==> config.mk <==
export PLATFORM = sky130hd
export DESIGN_NAME = burst_addr_rx
export DESIGN_NICKNAME = d
export VERILOG_FILES = /design/src/rtl/burst_addr_rx.sv
export SDC_FILE = /design/constraint.sdc
export NUM_CORES = 1
export LEC_CHECK = 0
export ABC_AREA = 0
export BUFFER_PORTS_ARGS = -buffer_cell sky130_fd_sc_hd__buf_4
export CAP_MARGIN = 20
export CORE_UTILIZATION = 34
export DETAILED_ROUTE_END_ITERATION = 8
export PLACE_DENSITY_LB_ADDON = 0.05
export SETUP_SLACK_MARGIN = 0.3
export SYNTH_ARGS = -nofsm -noshare
export SYNTH_HDL_FRONTEND = slang
export SYNTH_SLANG_ARGS = --single-unit
==> constraint.sdc <==
create_clock -name clk -period 7 [get_ports clk]
set_clock_uncertainty 0.1 [all_clocks]
set_input_delay 0.35 -clock clk [delete_from_list [all_inputs] [get_ports clk]]
set_output_delay 0.35 -clock clk [all_outputs]
set_load 0.02 [all_outputs]
==> src/rtl/burst_addr_rx.sv <==
// Memory-side receiver for the serial burst command stream: decodes mode, burst length and
// start address, then issues one address per beat over a valid/ready handshake.
module burst_addr_rx #(
  parameter int ADDR_W = 16,
  parameter int LEN_W  = 8
) (
  input  logic              clk,
  input  logic              rst,
  input  logic              ser_in,
  input  logic              ser_valid,
  input  logic              ser_sof,
  input  logic              abort,
  input  logic              addr_ready,
  output logic [ADDR_W-1:0] addr_out,
  output logic              addr_valid,
  output logic              addr_last,
  output logic              burst_done,
  output logic              busy,
  output logic              frame_err
);

  localparam int FIELD_W = (ADDR_W > LEN_W) ? ADDR_W : LEN_W;
  localparam int CNT_W   = $clog2(FIELD_W + 1);

  typedef enum logic [2:0] {
    IDLE     = 3'd0,
    MODE_CAP = 3'd1,
    LEN_RX   = 3'd2,
    ADDR_RX  = 3'd3,
    ISSUE    = 3'd4,
    DONE     = 3'd5
  } state_t;

  state_t              state_q, state_d, rx_state;
  logic                mode_q, mode_d;
  logic [CNT_W-1:0]    cnt_q, cnt_d;
  logic [LEN_W-1:0]    len_sh_q, len_sh_d, len_full;
  logic [ADDR_W-1:0]   addr_sh_q, addr_sh_d, addr_full;
  logic [LEN_W-1:0]    remaining_q, remaining_d;
  logic [ADDR_W-1:0]   addr_q, addr_d;
  logic                addr_valid_q, addr_valid_d;
  logic                addr_last_q, addr_last_d;
  logic                burst_done_q, burst_done_d;
  logic                frame_err_q, frame_err_d;
  logic                err_pend_q, err_pend_d;
  logic                busy_q, busy_d;
  logic                sof_hit, xfer;

  always_comb begin
    state_d      = state_q;
    mode_d       = mode_q;
    cnt_d        = cnt_q;
    len_sh_d     = len_sh_q;
    addr_sh_d    = addr_sh_q;
    remaining_d  = remaining_q;
    addr_d       = addr_q;
    addr_valid_d = addr_valid_q;
    addr_last_d  = addr_last_q;
    burst_done_d = 1'b0;
    frame_err_d  = 1'b0;
    err_pend_d   = 1'b0;

    sof_hit   = ser_valid & ser_sof;
    xfer      = addr_valid_q & addr_ready;
    len_full  = {len_sh_q[LEN_W-2:0], ser_in};
    addr_full = {addr_sh_q[ADDR_W-2:0], ser_in};

    // MODE_CAP already knows which field comes next, so it consumes that field's first bit
    rx_state = state_q;
    if (state_q == MODE_CAP) begin
      rx_state = mode_q ? LEN_RX : ADDR_RX;
    end

    if (abort) begin
      state_d      = IDLE;
      addr_valid_d = 1'b0;
      addr_last_d  = 1'b0;
      cnt_d        = '0;
    end else begin
      unique case (state_q)
        IDLE: begin
          if (sof_hit) begin
            state_d = MODE_CAP;
            mode_d  = ser_in;
            cnt_d   = '0;
          end
        end
        MODE_CAP, LEN_RX, ADDR_RX: begin
          if (sof_hit) begin
            state_d = MODE_CAP;
            mode_d  = ser_in;
            cnt_d   = '0;
          end else begin
            state_d = rx_state;
            if (ser_valid && rx_state == LEN_RX) begin
              len_sh_d = len_full;
              if (cnt_q == CNT_W'(LEN_W - 1)) begin
                cnt_d   = '0;
                state_d = ADDR_RX;
              end else begin
                cnt_d = cnt_q + 1'b1;
              end
            end else if (ser_valid) begin
              addr_sh_d = addr_full;
              if (cnt_q == CNT_W'(ADDR_W - 1)) begin
                cnt_d = '0;
                if (mode_q && len_sh_q == '0) begin
                  frame_err_d = 1'b1;
                  state_d     = IDLE;
                end else begin
                  state_d      = ISSUE;
                  addr_d       = addr_full;
                  addr_valid_d = 1'b1;
                  remaining_d  = mode_q ? len_sh_q - 1'b1 : '0;
                  addr_last_d  = mode_q ? (len_sh_q == LEN_W'(1)) : 1'b1;
                end
              end else begin
                cnt_d = cnt_q + 1'b1;
              end
            end
          end
        end
        ISSUE: begin
          frame_err_d = sof_hit;
          if (xfer) begin
            if (addr_last_q) begin
              addr_valid_d = 1'b0;
              addr_last_d  = 1'b0;
              burst_done_d = 1'b1;
              state_d      = DONE;
              // keep frame_err off the burst_done cycle; report the overrun one cycle later
              frame_err_d  = 1'b0;
              err_pend_d   = sof_hit;
            end else begin
              addr_d      = addr_q + 1'b1;
              remaining_d = remaining_q - 1'b1;
              addr_last_d = (remaining_q == LEN_W'(1));
            end
          end
        end
        DONE: begin
          frame_err_d = err_pend_q | sof_hit;
          state_d     = IDLE;
        end
        default: state_d = IDLE;
      endcase
    end

    busy_d = (state_d != IDLE);
  end

  always_ff @(posedge clk or negedge rst) begin
    if (!rst) begin
      state_q      <= IDLE;
      mode_q       <= 1'b0;
      cnt_q        <= '0;
      len_sh_q     <= '0;
      addr_sh_q    <= '0;
      remaining_q  <= '0;
      addr_q       <= '0;
      addr_valid_q <= 1'b0;
      addr_last_q  <= 1'b0;
      burst_done_q <= 1'b0;
      frame_err_q  <= 1'b0;
      err_pend_q   <= 1'b0;
      busy_q       <= 1'b0;
    end else begin
      state_q      <= state_d;
      mode_q       <= mode_d;
      cnt_q        <= cnt_d;
      len_sh_q     <= len_sh_d;
      addr_sh_q    <= addr_sh_d;
      remaining_q  <= remaining_d;
      addr_q       <= addr_d;
      addr_valid_q <= addr_valid_d;
      addr_last_q  <= addr_last_d;
      burst_done_q <= burst_done_d;
      frame_err_q  <= frame_err_d;
      err_pend_q   <= err_pend_d;
      busy_q       <= busy_d;
    end
  end

  assign addr_out   = addr_q;
  assign addr_valid = addr_valid_q;
  assign addr_last  = addr_last_q;
  assign burst_done = burst_done_q;
  assign frame_err  = frame_err_q;
  assign busy       = busy_q;

endmodule
==> results <==
- The worst hold slack is -15.4 ps.
- The worst setup path is of the flip-flop to flip-flop kind.
- The most common library cell in the layout ignoring fill and taps is dfrtp_1.
- The number of hold violations in the final report is 7.
- The number of diodes added for antenna fixing is 0.
- The flop and latch count out of synthesis is just over 60.
- The critical-path cell with the highest stage delay is nor2_1.
- The final setup violation count is 0.
- In this run the number of H-tree levels came out at 3.
- The max-cap check violation count is 0.
- After global routing the overflow that remains totals 0.
- Counting stages on the worst path, the most repeated cell is ha_1.
- The combined global-route utilization of all metal layers is roughly 18%.
- The cell area that synthesis handed to floorplanning was roughly 0.0036 mm2.
- Post-CTS repair changed the size of 0 cells.
- The post-layout minimum cycle time is 3220 ps.
- The count of nets after finishing is 409.
- The DRC violation total after the first TritonRoute iteration is approximately 130.
- After clock tree synthesis, the flow added hold-fix buffers numbering 0.
- The source of the critical timing path is cnt_q[0].
- The number of sinks on the clock net is 62.
- The number of nets still failing antenna checks after routing is 0.
- The multi-input combinational cells in the finished layout cover a total of about 0.0019 mm2.
- The final reports fail on negative hold slack.
- The initial antenna violation count is 0.
- Using the TritonRoute via totals, the vias-per-cell ratio works out to ~5.5.
- The setup TNS is 0 ps.
- In the layout the commonest cells are dfrtp_1 (62), nand2_1 (31), buf_4 (29).
- The number of placement rows is 37.
- The path class of the lowest-slack min-delay path is primary input to asynchronous set/reset pin.
- The type of element capturing the critical path is a flip-flop.
- The area used by sequential logic in the layout is ~0.0016 mm2.
- The height of the chip is between 100 and 150 um.
- The commonest register cell after synthesis is dfrtp_1.
- The maximum clock rate is between 300 and 400 MHz.
- The flow ran to the end, but the final reports show violations.
- The share of the cycle needed by the critical path after routing is a little under half.
- The buffers plus inverters on the worst setup path is 0.
- The final number of max-transition violations is 0.
- The final core area utilization is roughly 40%.
- TritonCTS built the clock tree.
- The core area is between 0.01 and 0.015 mm2.
- The count of distinct cell types in the synthesized netlist is between 60 and 70.
- The post-CTS setup buffer count is 0.
- The maximum net fanout on the critical path is 18.
- Data on the critical path is required at its endpoint by a little over 7000 ps.
- The type of element launching the critical path is a flip-flop.
- The critical path goes through ha_1 -> and3_1 -> ha_1 -> or3b_4 -> o31a_1 -> nor2_1 -> a22o_1.
- Synthesis produced a netlist whose cell count is ~370.
- The cell at the root of the clock tree is clkbuf_8.
- Grouping stages by cell kind, the critical path spends the most delay in simple AND/OR/NAND/NOR gates.
- The number of nets produced by synthesis is a little under 400.
- The wire length per cell is between 15 and 20 um.
- In this run the tool buffered the top-level ports with 27 buffer cells.
- The average cell area after synthesis is approximately 9.6 um2.
- The routed design has around 9300 um of wire.
- The ratio of cells with drive above 1 in the final layout is between 20% and 30%.
- After detailed routing, the number of remaining DRC violations is 0.
- The actual slew at the worst max-slew pin is 933 ps.
- For this run, the number of Yosys warnings is 0.
- The layout overhead on the synthesized area is 14.3%.
- The detailed router placed 2935 vias in this run.
- Counting flops with a built-in enable in the synthesized netlist gives 0.
- The initial cell density of the core is between 30% and 40%.
- After synthesis, the share of flip-flops with an asynchronous set or reset is 100%.
- The highest ir drop seen on vdd is just under 90 uV.
- After layout, the worst setup slack is 3780 ps.
- The layout filler cell count is around 1100.
- 28 I/O pins were placed.
- The startpoint identified for the worst register-to-register timing path is cnt_q[0].
- For this design the ratio of total power to cell area is roughly 230 mW/mm2.
- Measured along the x axis, the die boundary spans roughly 100 um.
- For this run, the register share of the synthesized area comes to 43.3%.
- The leakage power total is 1.77 nW.
- For this run, the detailed router's first-pass iteration total came to 6.
- The wire-length estimate of the detail-placed layout is 6100 um.
- The setup slack on the worst flop-to-flop path is 3780 ps.
- Routability-driven placement finished with a final weighted congestion of 0.789.
- The number of global-route vias before repair is roughly 2800.
- After clock tree synthesis, the clock-pin slew on the worst setup and hold paths is 80 ps.
- The number of buffers on the longest clock path is 2.
- The number of clock buffers added by TritonCTS is 9.
- Leaving out filler cells and counting taps, the final layout contains approximately 530.
- Setup repair after global routing left no endpoint under its margin.
- The largest single stage delay on the critical path is just under 800 ps.
- Timing analysis after detailed placement gives a worst setup slack of between 3000 and 4000 ps.
- After layout, the design draws a total of around 0.00093 W.
- The area enclosed by the die boundary is 0.0110 mm2.
- Measured against its own limit, the worst slew margin works out to a little under two fifths.
- Data arrives at the worst endpoint at between 3000 and 4000 ps.
- The first-pass GRT wire length is 15600 um.
- At the later pin of the worst-skew pair, clock insertion delay measures around 360 ps.
- Entering global routing, the biggest net connects 63 pins.
- In this run, placement finished with an instance count of 518.
## registers in the layout (all words and copies together) (netlist names)
register,count
frame_err,1
addr_last,1
busy,1
cnt_q,5
err_pend_q,1
remaining_q,8
addr_valid,1
state_q,3
mode_q,1
burst_done,1
len_sh_q,8
addr_out,16
addr_sh_q,15
## area by class of cell
type | instances | share of cell area [%]
Tap cell | 136 | 4.15
Timing Repair Buffer | 29 | 5.31
Clock buffer | 9 | 3.02
Clock inverter | 7 | 2.57
Inverter | 9 | 0.825
Multi-Input combinational cell | 282 | 46.2
Sequential cell | 62 | 37.9
## worst reg2reg max path, cell delays in order, from the launching register on
cell	delay [ps]
dfrtp_1	380
ha_1	220
and3_1	190
ha_1	260
or3b_4	430
o31a_1	550
nor2_1	770
a22o_1	260
## metal layers
layer	wire length, um	share of wire, %	GRT usage, %
met5	0	0	0
met4	140	1.5	6.64
met3	246	2.6	2.43
met2	3980	43	26.2
met1	4930	53	27.1
## cell families after synthesis
kind of cell	after synthesis	synth area share, %
mux	24	7.47
flops	62	43.3
compound gates	116	21.9
buf+inv	28	4.05
simple gates	128	18.9
xor+xnor	5	1.22
fa+ha+maj	9	3.14
## final timing paths
check                            endpoint  cells after the start
max                        remaining_q[6]                      7
min                                  busy                      1
max reg2reg                remaining_q[6]                      7
min reg2reg                 addr_sh_q[14]                      1
max in group asynchronous  remaining_q[3]                      1
min in group clk               burst_done                      2
## cells in the mapped netlist (all sizes together), types with 3 or more instances
master	instances	share of area, %
o22ai	3	0.52
nand3b	3	0.63
nand3	18	2.5
nand4	3	0.52
nor2b	4	0.70
clkbuf	6	0.63
or3	3	0.52
and3	3	0.52
a22o	3	0.73
nor3	12	1.7
a21boi	3	0.63
ha	9	3.1
dfrtp	62	43
nand2b	5	0.87
mux2	22	6.9
o31ai	14	3.6
a2bb2oi	3	0.73
buf	13	2.5
nor2	29	3.5
or3b	3	0.80
a31oi	11	1.9
nor3b	3	0.77
nand2	32	3.4
inv	9	0.94
o22a	3	0.73
xor2	3	0.73
o21ai	33	4.7
a21oi	23	3.2
## where the power goes
part	internal (W)	switching (W)	total (W)
clock network	0.000206	0.000170	0.000376
registers	0.000376	0.0000263	0.000402
logic	0.0000656	0.0000860	0.000152
## metrics by stage
step | area (um2) | hold slack [ps]
detailed placement | 3870 | 402
CTS | 4100 | 17.7
global route | 4100 | 63.4
finish | 4100 | -15.4
floorplan | 3580 | -45.6
global placement | 3870 | 403
(Power assumes the default switching activity.)
